[src/rtl/cmos_pattern_gen.sv]
// cmos_pattern_gen: parametrised camera-stream source with blanking, clken decimation and four test patterns
module cmos_pattern_gen #(
    parameter int IMG_HDISP = 640,
    parameter int IMG_VDISP = 480,
    parameter int H_BLANK   = 160,
    parameter int VS_LINES  = 2,
    parameter int VB_LINES  = 8,
    parameter int VF_LINES  = 4,
    parameter int CLKEN_DIV = 1,
    parameter int CH_NUM    = 3,
    parameter int CH_WIDTH  = 8
) (
    input  logic                       clk,
    input  logic                       rst_n,
    input  logic                       enable,
    input  logic [1:0]                 mode,
    output logic                       gen_vsync,
    output logic                       gen_href,
    output logic                       gen_clken,
    output logic [CH_NUM*CH_WIDTH-1:0] gen_data,
    output logic [15:0]                x_pos,
    output logic [15:0]                y_pos,
    output logic [15:0]                frame_cnt
);
    localparam int LINE_CYC = IMG_HDISP * CLKEN_DIV + H_BLANK;
    localparam int CW       = $clog2(LINE_CYC + 1);
    localparam int DIVW     = $clog2(CLKEN_DIV + 1);
    localparam int DW       = CH_NUM * CH_WIDTH;

    typedef enum logic [2:0] {IDLE, VSYNC, VBLANK, ACTIVE, VFRONT} state_t;

    state_t          state, state_n;
    logic [CW-1:0]   cyc, cyc_n;
    logic [15:0]     line, line_n, lim;
    logic [DIVW-1:0] dcnt, dcnt_n;
    logic [1:0]      mode_q;
    logic            line_end, last_line, frame_done, href_n, clken_n;
    logic [15:0]     x_n, y_n;
    logic [2:0]      bar;
    logic [DW-1:0]   data_n;

    // next-state, line/cycle counters and the registered-output precursors
    always_comb begin
        line_end   = cyc == CW'(LINE_CYC - 1);
        lim        = state == VSYNC  ? 16'(VS_LINES)  :
                     state == VBLANK ? 16'(VB_LINES)  :
                     state == ACTIVE ? 16'(IMG_VDISP) : 16'(VF_LINES);
        last_line  = line_end && line == lim - 16'd1;
        frame_done = state == VFRONT && last_line;
        state_n    = state == IDLE   ? (enable ? VSYNC : IDLE) :
                     !last_line      ? state :
                     state == VSYNC  ? (VB_LINES == 0 ? ACTIVE : VBLANK) :
                     state == VBLANK ? ACTIVE :
                     state == ACTIVE ? VFRONT : (enable ? VSYNC : IDLE);
        cyc_n      = (state == IDLE || line_end) ? '0 : cyc + CW'(1);
        line_n     = (state == IDLE || last_line) ? '0 : line_end ? line + 16'd1 : line;
        dcnt_n     = (cyc_n == '0 || dcnt == DIVW'(CLKEN_DIV - 1)) ? '0 : dcnt + DIVW'(1);
        href_n     = state_n == ACTIVE && cyc_n < CW'(IMG_HDISP * CLKEN_DIV);
        clken_n    = href_n && dcnt_n == '0;
        x_n        = cyc_n == '0 ? '0 : x_pos + 16'd1;
        y_n        = line_n;
        bar        = 3'((32'(x_n) * 8) / IMG_HDISP);
    end

    // colour bars drive only the first three channels; the rest stay dark
    for (genvar g = 0; g < CH_NUM; g++) begin : ch
        assign data_n[g*CH_WIDTH +: CH_WIDTH] =
            mode_q == 2'd0 ? CH_WIDTH'(x_n) :
            mode_q == 2'd1 ? CH_WIDTH'(y_n) :
            mode_q == 2'd2 ? {CH_WIDTH{(g < 3) && bar[g % 3]}} : CH_WIDTH'(frame_cnt);
    end

    // state, counters and all outputs registered together so they stay aligned
    always_ff @(posedge clk or negedge rst_n) begin
        if (!rst_n) begin
            state     <= IDLE;
            cyc       <= '0;
            line      <= '0;
            dcnt      <= '0;
            mode_q    <= '0;
            frame_cnt <= '0;
            gen_vsync <= 1'b0;
            gen_href  <= 1'b0;
            gen_clken <= 1'b0;
            gen_data  <= '0;
            x_pos     <= '0;
            y_pos     <= '0;
        end else begin
            state     <= state_n;
            cyc       <= cyc_n;
            line      <= line_n;
            dcnt      <= dcnt_n;
            if (state == VSYNC && line == '0 && cyc == '0)
                mode_q <= mode;
            if (frame_done)
                frame_cnt <= frame_cnt + 16'd1;
            gen_vsync <= state_n == VSYNC;
            gen_href  <= href_n;
            gen_clken <= clken_n;
            gen_data  <= clken_n ? data_n : '0;
            if (state_n == IDLE || (state_n == VSYNC && state != VSYNC)) begin
                x_pos <= '0;
                y_pos <= '0;
            end else if (clken_n) begin
                x_pos <= x_n;
                y_pos <= y_n;
            end
        end
    end
endmodule

[config.mk]
export PLATFORM = sky130hd
export DESIGN_NAME = cmos_pattern_gen
export DESIGN_NICKNAME = d
export VERILOG_FILES = /design/src/rtl/cmos_pattern_gen.sv
export SDC_FILE = /design/constraint.sdc
export NUM_CORES = 1
export LEC_CHECK = 0
export ABC_AREA = 1
export CAP_MARGIN = 0
export CORE_MARGIN = 2
export CORE_UTILIZATION = 38
export DETAILED_ROUTE_END_ITERATION = 10
export GPL_ROUTABILITY_DRIVEN = 1
export HOLD_SLACK_MARGIN = 0.08
export PLACE_DENSITY = 0.56
export SYNTH_ARGS = -nofsm -noshare
export SYNTH_HDL_FRONTEND = slang
export SYNTH_SLANG_ARGS = --single-unit
export TNS_END_PERCENT = 20
[constraint.sdc]
create_clock -name clk -period 8.32 [get_ports clk]
set_input_delay 1.664 -clock clk [delete_from_list [all_inputs] [get_ports clk]]
set_output_delay 1.664 -clock clk [all_outputs]
set_load 0.03 [all_outputs]
# == Word level (Yosys, flattened, before mapping) ==
# Cells that the tools add are included.
# totals
reg_bits,107
output_inout_bits,75
# classes
eq_ne,11
addsub,6
order_cmp,1
n_mux,28
bitwise_logic,2
n_div,1
reduce_logical,18
# ops
cell,count
$mux W16,7
$mux W8,9
$add A16 B1 Y16 const B,3
$div A19 B10 Y32 const B,1
$mux W9,3
$mux W24,1
$logic_not A10 Y1,2
$eq A16 B16 Y1,1
$logic_not A16 Y1,1
$mux W3,5
$add A10 B1 Y10 const B,1
$eq A10 B10 Y1 const B,1
$lt A10 B10 Y1 const B,1
$mux W10,1
$sub A9 B1 Y10 const B,1
$eq A3 B2 Y1 const B,3
$logic_and A1 B1 Y1,7
$eq A3 B1 Y1 const B,2
$logic_not A3 Y1,2
$logic_or A1 B1 Y1,4
$eq A3 B3 Y1 const B,1
$ne A3 B1 Y1 const B,1
$eq A2 B1 Y1 const B,1
$eq A2 B2 Y1 const B,1
5 further kinds,7

# == Depth between registers and ports, before layout ==
# depth
depth_word,14
mapped_depth,55
mapped_depth_nobuf,55

# == Worst setup path after synthesis ==
# Ideal clock, no wire load.
# synth_timing
path_kind,register to register
from,register x_pos[0]
to,register gen_data[6]
t_arrival_ps,4435
setup_slack_ps,3751
synth_period_minus_slack_ps,4569
stages_incl_launch_ff,48
path_cell_list,dfrtp_1 -> ha_1 -> nand2_1 -> nor2_1 -> nand3_1 -> nor2_1 -> nand2_1 -> xor2_1 -> nor2_4 -> nand4_1 -> nand3_1 -> nand3_2 -> nand2_4 -> nand2_2 -> nand2_2 -> inv_2 -> nand2_4 -> nand2_4 -> (+12 left out) -> nand2_2 -> nand2_1 -> nand2_1 -> nand2_2 -> inv_2 -> nand2_1 -> nand2_1 -> nand2_1 -> nand2_2 -> inv_2 -> nand2_2 -> nand2_2 -> a21oi_2 -> nand3_2 -> nand2_1 -> nand2_1 -> nand2_1 -> a21oi_2
# synth_between
elab_chain_cells,7
# synth_lines
element,line_no,rtl
"start, declared",21,"output logic [15:0] x_pos,"
"start signal, assigned",105,x_pos <= x_n;
$add A16 B1 Y16 (*),60,x_n = cyc_n == '0 ? '0 : x_pos + 16'd1;
$mux W16 (*),60,
$div A19 B10 Y32,62,bar = 3'((32'(x_n) * 8) / IMG_HDISP);
$mux W8,70,mode_q == 2'd2 ? {CH_WIDTH{(g < 3) && bar[g % 3]}} : CH_WIDTH'(frame_cnt);
$mux W8,69,mode_q == 2'd1 ? CH_WIDTH'(y_n) :
$mux W8 (*),68,mode_q == 2'd0 ? CH_WIDTH'(x_n) :
$mux W24 (*),100,gen_data <= clken_n ? data_n : '0;
"end signal, assigned",100,
"end, declared",20,"output logic [CH_NUM*CH_WIDTH-1:0] gen_data,"
# Mark *: on every way between the ends. The rest lies on a longest branch, timed or not.
# A chain may end at the register's enable or synchronous reset.

# == Final worst setup path ==
# layout_timing
from,register cyc[0]
to,register gen_data[6]
# layout_between
elab_chain_cells,10
word_cells_on_any_way,24
# layout_lines
element,line_no,rtl
"start, declared",33,"logic [CW-1:0] cyc, cyc_n;"
"start signal, assigned",90,cyc <= cyc_n;
"parallel branches: the longest is 2 deep, another holds $add A10 B1 Y10",-,
$mux W10 (*),55,cyc_n = (state == IDLE || line_end) ? '0 : cyc + CW'(1);
net cyc_n[9],33,
$logic_not A10 Y1,"57, 60",
$mux W16,60,
$div A19 B10 Y32,62,
$mux W8,70,
$mux W8,69,
$mux W8,68,
$mux W24 (*),100,
# Mark *: on every way through the listed nets, which the timed path passes.

==> results_dict.tcl <==
set metrics [dict create \
    clockPowerShare_pct 45.9 \
    start_util_pct 38.8 \
    yosysMostFrequentCell "nand2_1" \
    clk_pin_slew_ns 0.07 \
    track_usage_pct 19.7 \
    ys_seq_area_share_pct 41.3 \
    fmax_mhz 191 \
    ys_ff_latch 106 \
    period_needed_ns 5.23 \
    grt_overflow 0 \
    cts_hold_buf 0 \
    cts_buffer_depth 2 \
    placed_area_um2 7390 \
    critPathSlowestCell "dfrtp_1" \
    design_area_um2 7710 \
    fill_cells 1672 \
    tightest_slew_ns 0.998 \
    ir_drop_mv 0.0858 \
    pre_cts_ws_ns 3.12 \
    final_layout_size_suffix_gt1_share_pct 10.1 \
    core.rowCount 47 \
    startpoint_type "flop" \
    drtAntennaViolNets 0 \
    root_buffer "clkbuf_16" \
    yosysWarnings 0 \
    p_int_mw 0.786 \
    vias_per_cell 4.98 \
    p_seq_share_pct 51.1 \
    cts-htree-levels 3 \
    vias 5813 \
    timing.final.max_slew_violations 0 \
    grt_pass1_wl_um 28300 \
    crit_required_ns 8.55 \
    routedWlPerCell_um 14.2 \
    fin_tns_setup_ns 0 \
    finalWirelength_um 16600 \
    synth.top_cell.area_share_pct 41.3 \
    gp_congestion 0.880 \
    placement.io_buffers 79 \
    synth_nets 883 \
    finalSetupViolCount 0 \
    whs_ns 0.470 \
    maxSlewHeadroom_pct 32.9 \
    synth_edf_count 0 \
    hp-class "flop to flop" \
    crit_type "flop to flop" \
    p_leak_nw 3.90 \
    clock-sinks 106 \
    dr.pass1.iters 4 \
    cts_setup_buffers 0 \
    worstPathMaxFanout 15 \
    powerDensity_nw_per_um2 131 \
    critPathArrivalTime_ns 5.45 \
    nets 955 \
    ys_types 48 \
    synth-async-reset-ratio_pct 100 \
    fin_crit_sh_pct 62.8 \
    synth.avg_cell_area_um2 7.38 \
    synth_commonest_cells "nand2_1 (218), dfrtp_1 (106), inv_1 (104)" \
    power.net_switching_mw 0.224 \
    synthesis.area_um2 6420 \
    combPwrFrac_pct 2.9 \
    grt_max_degree 74 \
    max_cap_violations 0 \
    synthCells 870 \
    ioPinCount 80 \
    core-area_um2 16500 \
    tritoncts "done" \
    dp_hpwl_um 12500 \
    status "complete, no violations" \
    dp_cells 1151 \
    timing.critical_path.mode_cell "nand2_1" \
    die_h_um 134 \
    finalHoldViolCount 0 \
    cts_resized 0 \
    yosysTopAreaCell "dfrtp_1" \
    rsz0062_at_grt "false" \
    die_w_um 134 \
    die_area_um2 17900 \
    fin_util_pct 46.7 \
    cp-end-kind "flop" \
    synthTopCellsByArea "dfrtp_1 (41%), nand2_1 (13%), inv_1 (6.1%)" \
    cts_buffers 9 \
    synth_flop_cell "dfrtp_1" \
    areaGrowthSynthToFinish_pct 20.2 \
    drcViolationCount 0 \
    grt_pass1_vias 5624 \
    diodes 0 \
    drt_iter0_drc 354 \
    antenna_found_initial 0 \
    power.share.switching_pct 22.2 \
    clk_latency_ns 0.36 \
    setup_ws_ns 3.09 \
    skew_ns 0.00798 \
    power_mw 1.01 \
    max_stage_delay_ns 0.40 \
    instances_no_fill 1167 \
]
==> path summary, 6_finish.rpt <==
| kind | endpoint | start | depth (start not counted) | slack (ns) |
|---|---|---|---|---|
| setup / recovery | gen_data[6]$_DFF_PN0_ | cyc[0]$_DFF_PN0_ | 46 | 3.09 |
| hold / removal | frame_cnt[15]$_DFFE_PN0P_ | frame_cnt[15]$_DFFE_PN0P_ | 1 | 0.47 |
| setup reg to reg | gen_data[6]$_DFF_PN0_ | cyc[0]$_DFF_PN0_ | 46 | 3.09 |
| hold reg to reg | frame_cnt[15]$_DFFE_PN0P_ | frame_cnt[15]$_DFFE_PN0P_ | 1 | 0.47 |
| max in group asynchronous | y_pos[3]$_DFFE_PN0P_ | rst_n | 2 | 5.80 |
| min in group asynchronous | frame_cnt[14]$_DFFE_PN0P_ | rst_n | 1 | 1.25 |
==> routing by layer <==
layer,up-vias,track usage [%],share of wire [%],wire length [um]
met4,0,7.39,2.2,357
li1,2969,-,-,-
met1,2701,28.1,49,8180
met3,24,2.38,3.6,597
met2,119,30.9,45,7440
met5,-,0,0,0
==> flip-flops by register name (all words and copies together) (netlist names) <==
register   cells
gen_data      24
frame_cnt     16
line          16
x_pos         16
y_pos         16
cyc           10
state          3
mode_q         2
gen_clken      1
gen_href       1
gen_vsync      1
==> kinds of logic (layout without fill, tap and decap cells) <==
logic type	after synthesis	in the layout	synth area share, %
DFF	106	106	41.3
adders and majority gates	8	8	1.56
and+or+nand+nor	468	468	33.8
xor gates and xnor gates	25	25	3.65
buffers and inverters	142	219	8.81
muxes	2	2	0.351
AOI/OAI and AO/OA	119	119	10.5
==> cell usage in the layout, fill, tap and decap left out, drive strengths merged, types with 5 or more instances in the layout <==
cell type        n
ha               8
dfrtp          106
nand3           74
nand4           21
clkdlybuf4s50   78
xnor2            5
inv            122
o21ai           60
a21oi           41
nand2          241
nor4             9
clkbuf           9
xor2            19
nor2            93
nor3            22
==> area by class of cell <==
class | instances | area, um2 | area share [%]
clock inverter | 7 | 93.8 | 1.22
inverter | 122 | 460 | 5.97
multi-input combinational | 622 | 3200 | 41.5
sequential | 106 | 2650 | 34.4
timing repair buffer | 81 | 803 | 10.4
tap | 220 | 275 | 3.57
clock buffer | 9 | 225 | 2.92
==> power by group through the flow <==
stage	Sequential [mW]	Combinational [mW]	Clock, mW
floorplan	0.526	0.0150	0
global placement	0.526	0.0308	0
detailed placement	0.526	0.0308	0
CTS	0.516	0.0309	0.478
global route	0.516	0.0357	0.496
finish	0.516	0.0296	0.464
==> critical path, delay by kind of cell (launching register included) <==
family | cells | cell delay, ns
AOI/OAI and AO/OA | 2 | 0.19
and+or+nand+nor | 39 | 3.92
buffers and inverters | 4 | 0.34
DFF | 1 | 0.40
adders and majority gates | 1 | 0.22
Note: power is estimated with default switching activity, not from simulation.
